**src/rtl/ex_mem_pkg.sv**
```systemverilog
// Shared types for the execute-to-memory stage: payload bundle, buffer state, widths.
package ex_mem_pkg;

   localparam int EM_XLEN = 32;
   localparam int EM_RA_W = 5;

   typedef struct packed {
      logic [EM_XLEN-1:0] res;
      logic [EM_XLEN-1:0] store_data;
      logic [EM_XLEN-1:0] pc;
      logic [EM_RA_W-1:0] rd;
      logic               reg_write;
      logic               mem_read;
      logic               mem_write;
      logic               c_out;
   } ex_mem_t;

   typedef enum logic [1:0] {
      BUF_EMPTY = 2'd0,
      BUF_ONE   = 2'd1,
      BUF_TWO   = 2'd2,
      BUF_TRAP  = 2'd3
   } buf_state_t;

   // A trapping instruction must not retire any architectural side effect.
   function automatic ex_mem_t squash_ctrl(input ex_mem_t b);
      ex_mem_t r;
      r           = b;
      r.reg_write = 1'b0;
      r.mem_read  = 1'b0;
      r.mem_write = 1'b0;
      return r;
   endfunction

endpackage

```
**src/rtl/ex_mem_skid.sv**
```systemverilog
// Two-slot skid buffer over ex_mem_t with flush and a trap-hold that stops accepts
// after the flagged bundle is enqueued.
//
// state     | meaning
// BUF_EMPTY | no entries, accepting
// BUF_ONE   | output slot full, accepting
// BUF_TWO   | output and skid slots full, not accepting
// BUF_TRAP  | trap bundle enqueued; entries drain, no accepts until flush/rst
module ex_mem_skid
   import ex_mem_pkg::*;
(
   input  logic    clk,
   input  logic    rst,
   input  logic    flush,
   input  logic    in_valid,
   input  logic    hold,
   input  ex_mem_t in_data,
   output logic    in_ready,
   output logic    out_valid,
   output ex_mem_t out_data,
   input  logic    out_ready
);

   buf_state_t state;
   ex_mem_t    skid_data;
   logic       out_full;
   logic       skid_full;
   logic       in_fire;
   logic       out_fire;

   assign in_ready  = (state == BUF_EMPTY) || (state == BUF_ONE);
   assign out_valid = out_full;
   assign in_fire   = in_valid && in_ready;
   assign out_fire  = out_full && out_ready;

   always_ff @(posedge clk) begin
      if (rst || flush) begin
         state     <= BUF_EMPTY;
         out_full  <= 1'b0;
         skid_full <= 1'b0;
         out_data  <= '0;
         skid_data <= '0;
      end else begin
         case (state)
            BUF_EMPTY: begin
               if (in_fire) begin
                  out_data <= in_data;
                  out_full <= 1'b1;
                  state    <= hold ? BUF_TRAP : BUF_ONE;
               end
            end
            BUF_ONE: begin
               if (in_fire && out_fire) begin
                  out_data <= in_data;
                  state    <= hold ? BUF_TRAP : BUF_ONE;
               end else if (in_fire) begin
                  skid_data <= in_data;
                  skid_full <= 1'b1;
                  state     <= hold ? BUF_TRAP : BUF_TWO;
               end else if (out_fire) begin
                  out_full <= 1'b0;
                  state    <= BUF_EMPTY;
               end
            end
            BUF_TWO: begin
               if (out_fire) begin
                  out_data  <= skid_data;
                  skid_full <= 1'b0;
                  state     <= BUF_ONE;
               end
            end
            BUF_TRAP: begin
               // Held entries keep draining; only flush/rst leaves this state.
               if (out_fire) begin
                  if (skid_full) begin
                     out_data  <= skid_data;
                     skid_full <= 1'b0;
                  end else begin
                     out_full <= 1'b0;
                  end
               end
            end
            default: begin
               state    <= BUF_EMPTY;
               out_full <= 1'b0;
               skid_full <= 1'b0;
            end
         endcase
      end
   end

endmodule

```
**src/rtl/ex_mem_stage.sv**
```systemverilog
// EX->MEM pipeline stage: registers ALU results and control toward MEM through a
// skid buffer, resolves taken branches and raises the signed-overflow trap.
module ex_mem_stage
   import ex_mem_pkg::*;
#(
   parameter int XLEN = EM_XLEN,
   parameter int RA_W = EM_RA_W
) (
   input  logic            clk,
   input  logic            rst,
   input  logic            flush,
   input  logic            in_valid,
   output logic            in_ready,
   input  logic [XLEN-1:0] alu_res,
   input  logic            alu_v,
   input  logic            alu_c_out,
   input  logic            alu_zero,
   input  logic [XLEN-1:0] ex_pc,
   input  logic [RA_W-1:0] ex_rd,
   input  logic            ex_reg_write,
   input  logic            ex_mem_read,
   input  logic            ex_mem_write,
   input  logic [XLEN-1:0] ex_store_data,
   input  logic            ex_ovf_trap,
   input  logic            ex_branch,
   input  logic [XLEN-1:0] ex_br_target,
   output logic            mem_valid,
   input  logic            mem_ready,
   output logic [XLEN-1:0] mem_res,
   output logic [XLEN-1:0] mem_store_data,
   output logic [XLEN-1:0] mem_pc,
   output logic [RA_W-1:0] mem_rd,
   output logic            mem_reg_write,
   output logic            mem_mem_read,
   output logic            mem_mem_write,
   output logic            mem_c_out,
   output logic            redirect_valid,
   output logic [XLEN-1:0] redirect_pc,
   output logic            exc_valid,
   output logic [XLEN-1:0] exc_pc
);

   ex_mem_t in_bundle;
   ex_mem_t enq_bundle;
   ex_mem_t out_bundle;
   logic    accept;
   logic    trap_hit;
   logic    br_taken;
   logic    fire_redirect;
   logic    fire_exc;
   logic    unused_zero;

   // The zero flag is carried for upstream debug only; branches use the compare result.
   assign unused_zero = alu_zero;

   assign accept   = in_valid && in_ready;
   assign trap_hit = ex_ovf_trap && alu_v;
   assign br_taken = ex_branch && alu_res[0];

   // Trap outranks a same-cycle taken branch; flush suppresses both pulses.
   assign fire_exc      = accept && trap_hit && !flush;
   assign fire_redirect = accept && br_taken && !trap_hit && !flush;

   always_comb begin
      in_bundle            = '0;
      in_bundle.res        = alu_res;
      in_bundle.store_data = ex_store_data;
      in_bundle.pc         = ex_pc;
      in_bundle.rd         = ex_rd;
      in_bundle.reg_write  = ex_reg_write;
      in_bundle.mem_read   = ex_mem_read;
      in_bundle.mem_write  = ex_mem_write;
      in_bundle.c_out      = alu_c_out;
      enq_bundle           = trap_hit ? squash_ctrl(in_bundle) : in_bundle;
   end

   ex_mem_skid u_skid (
      .clk       (clk),
      .rst       (rst),
      .flush     (flush),
      .in_valid  (in_valid),
      .hold      (trap_hit),
      .in_data   (enq_bundle),
      .in_ready  (in_ready),
      .out_valid (mem_valid),
      .out_data  (out_bundle),
      .out_ready (mem_ready)
   );

   assign mem_res        = out_bundle.res;
   assign mem_store_data = out_bundle.store_data;
   assign mem_pc         = out_bundle.pc;
   assign mem_rd         = out_bundle.rd;
   assign mem_reg_write  = out_bundle.reg_write;
   assign mem_mem_read   = out_bundle.mem_read;
   assign mem_mem_write  = out_bundle.mem_write;
   assign mem_c_out      = out_bundle.c_out;

   always_ff @(posedge clk) begin
      if (rst) begin
         redirect_valid <= 1'b0;
         redirect_pc    <= '0;
         exc_valid      <= 1'b0;
         exc_pc         <= '0;
      end else begin
         redirect_valid <= fire_redirect;
         exc_valid      <= fire_exc;
         if (fire_redirect) begin
            redirect_pc <= ex_br_target;
         end
         if (fire_exc) begin
            exc_pc <= ex_pc;
         end
      end
   end

endmodule

```
**config.mk**
```make
export PLATFORM = sky130hd
export DESIGN_NAME = ex_mem_stage
export DESIGN_NICKNAME = d
export VERILOG_FILES = /design/src/rtl/ex_mem_pkg.sv /design/src/rtl/ex_mem_skid.sv /design/src/rtl/ex_mem_stage.sv
export SDC_FILE = /design/constraint.sdc
export NUM_CORES = 1
export LEC_CHECK = 0
export BUFFER_PORTS_ARGS = -buffer_cell sky130_fd_sc_hd__buf_4
export CAP_MARGIN = 30
export CORE_ASPECT_RATIO = 1.25
export CORE_UTILIZATION = 47
export CTS_CLUSTER_SIZE = 28
export DETAILED_ROUTE_END_ITERATION = 10
export HOLD_SLACK_MARGIN = 0.1
export PLACE_DENSITY = 0.76
export SYNTH_ARGS = -nofsm -noshare
export SYNTH_HDL_FRONTEND = slang
export SYNTH_SLANG_ARGS = --single-unit
```
**constraint.sdc**
```tcl
create_clock -name clk -period 1.81 [get_ports clk]
set_clock_uncertainty 0.05 [all_clocks]
set_input_delay 0 -clock clk [delete_from_list [all_inputs] [get_ports clk]]
set_output_delay 0 -clock clk [all_outputs]
set_load 0.01 [all_outputs]
```
==> results.json <==
{
  "cp_cell_sequence": "buf_12 > ha_4 > nor3_4 > o221a_4 > buf_12 > clkbuf_16 > nor2_1 > a211oi_1",
  "relSlewSlack": 0.498,
  "synth_area_leaders": "dfxtp_1, nand2_1, a211oi_2",
  "worstSkewPairLatency_ns": 0.53,
  "worstPathMaxFanout": 8,
  "max_cap_viol_count": 0,
  "place_congestion": 0.767,
  "violations": "negative setup slack",
  "grtUsageTotal": 0.292,
  "cp-end-kind": "register",
  "worstMarginPinSlew_ns": 0.753,
  "layout-drive-gt1-share": 0.383,
  "intPower_mw": 12.6,
  "fin_crit_ns": 2.01,
  "grt_pass1_wl_mm": 57.9,
  "cp-start-kind": "register",
  "die_h_um": 176,
  "seqPwrFrac": 0.385,
  "ys_seq_area_frac": 0.493,
  "first_iter_violations": 760,
  "vias_per_cell": 5.51,
  "critPathMaxStageDelay_ns": 0.38,
  "route.detailed.drc": 0,
  "crit_top_cell": "buf_12",
  "num-fill-cells": 1343,
  "routed_wl_mm": 42.2,
  "critical_path_required_ns": 2.18,
  "antenna_found_initial": 1,
  "fp-row-count": 63,
  "cts_root_buf": "clkbuf_16",
  "status": "complete, but fails checks",
  "comb_power_share": 0.221,
  "synth_cell_types": 32,
  "grt_pass1_vias": 11300,
  "finalWorstSetupSlack_ns": -0.202,
  "fp.dieW_um": 141,
  "critPathArrivalTime_ns": 2.38,
  "power_density_nw_per_um2": 916,
  "clk_pin_slew_ns": 0.07,
  "irDropWorstVdd_uv": 653,
  "syn_nets": 1420,
  "synth_top_area_cell": "dfxtp_1",
  "fin_area_sq_um": 18700,
  "final_common_cell": "buf_4",
  "tritoncts": "done",
  "setup-violations-final": 103,
  "p_sw_mw": 4.51,
  "rsz0062_at_grt": "yes",
  "fin_nets": 1909,
  "finalMaxSlewViolations": 0,
  "num_vias": 11600,
  "floorplan.initialDensity": 0.479,
  "switching_share": 0.264,
  "pin_count": 319,
  "avgSynthCellArea_sq_um": 8.96,
  "regArea_sq_um": 5610,
  "cp_slowest_cell": "dfxtp_4",
  "coreArea_sq_um": 23700,
  "cts_buffer_depth": 3,
  "yosysTopAreaCellShare": 0.493,
  "dieArea_sq_um": 24800,
  "post_drt_wl_per_cell_um": 20.0,
  "ant_nets": 0,
  "p_clk_frac": 0.393,
  "clock.fmax_ghz": 0.497,
  "clkSinkCount": 280,
  "first_pass_iters": 5,
  "overflow": 0,
  "io_buffers": 317,
  "critPathKind": "register to register",
  "finalHoldViolCount": 0,
  "dp_hpwl_mm": 20.0,
  "dpl_cell_area_sq_um": 14300,
  "grt_max_degree": 67,
  "synth_seq_cells": 280,
  "syn_to_final_growth_pct": 64.2,
  "multiInputGateArea_sq_um": 5800,
  "final_cell_mix": "buf_4, nand2_1, dfxtp_1",
  "cts_buffers": 27,
  "hp-class": "input port to register",
  "total_power_mw": 17.1,
  "fin_crit_sh": 1.11,
  "synth_area_sq_um": 11400,
  "htree_levels": 1,
  "setup_tns_ns": -5.49,
  "netlist_instances": 1269,
  "yosys_warnings": 0,
  "power.leakage_nw": 7.87
}
worst max-delay path, delay by kind of cell (launching register included):
| kind | cells | cell delay [ns] |
|---|---|---|
| DFF | 1 | 0.38 |
| AOI/OAI and AO/OA | 2 | 0.52 |
| buffers and inverters | 3 | 0.51 |
| adders and majority gates | 1 | 0.17 |
| and+or+nand+nor | 2 | 0.26 |
power by group through the flow:
stage / registers, mW / clock network [mW] / logic [mW]
after floorplan: 6.74 / 0 / 1.33
after global placement: 6.67 / 0 / 2.28
after detailed placement: 6.67 / 0 / 2.34
after CTS: 6.54 / 6.75 / 3.16
after global routing: 6.61 / 7.01 / 3.95
final: 6.59 / 6.72 / 3.78
final cells by class:
cell class | count | area share
Multi-Input combinational cell | 877 | 0.311
Clock buffer | 34 | 0.0408
Clock inverter | 14 | 0.0161
Tap cell | 325 | 0.0218
Antenna cell | 1 | 0.000134
Timing Repair Buffer | 566 | 0.308
Sequential cell | 280 | 0.300
Inverter | 6 | 0.00147
repair_timing:
item	CTS	global route
hold buffers	143	0
cloned	13	20
buffers inserted	17	8
endpoints found under the setup margin	138	240
gates resized for setup	59	137
endpoints found under the hold margin	280	0
pin swaps	39	50
routing by layer:
| layer | vias up | global-route usage | part of all wire |
|---|---|---|---|
| met4 | 0 | 0.174 | 0.060 |
| met1 | 5510 | 0.319 | 0.36 |
| met5 | - | 0 | 0 |
| met3 | 195 | 0.0403 | 0.061 |
| met2 | 608 | 0.534 | 0.52 |
| li1 | 5277 | - | - |
stage by stage:
step                setup WS [ns]   util  std cells  hold WS (ns)
global route               -0.201  0.787       2103         0.158
detailed placement         -0.147  0.604       1856         0.206
floorplan                 0.00826      -       1269        0.0860
global placement          -0.0610  0.604       1856         0.197
CTS                       -0.0840  0.743       2076         0.111
finish                     -0.202  0.787       2103         0.148
state kept, by name, summed over array words and instances, names as in the netlist:
register	flops
u_skid.skid_data	105
u_skid.out_valid	1
exc_valid	1
exc_pc	32
u_skid.skid_full	1
u_skid.out_data	105
redirect_pc	32
u_skid.state	2
redirect_valid	1
logic make-up after synthesis:
logic type               synth area share
AND/OR/NAND/NOR                     0.163
adder cells (fa/ha/maj)           0.00550
multiplexers                       0.0907
buffers and inverters              0.0536
AO/OA/AOI/OAI                       0.194
flip-flops                          0.493
worst paths after layout:
path                            slack (ns)              endpoint  cells after the start                  from
worst min-delay path                  0.15        redirect_valid                      5                 alu_v
worst min register to register        0.40  u_skid.skid_data[90]                      2  u_skid.skid_data[90]
worst max-delay path                 -0.20   u_skid.out_data[17]                      8       u_skid.state[0]
worst max register to register       -0.20   u_skid.out_data[17]                      8       u_skid.state[0]
Yosys cell counts, drive strengths merged:
cell type	n
nand2	340
dfxtp	280
a21oi	172
nor2	111
a211oi	103
mux2i	103
buf	56
clkbuf	50
o21ai	11
nand3	8
inv	6
ha	5
a31oi	4
nor3	4
and2	3
nor2b	3
nand2b	2
nand4	2
a32o	1
and4	1
o221a	1
o31ai	1
or2	1
or3	1
No activity file was read; power rests on OpenSTA's default activity.
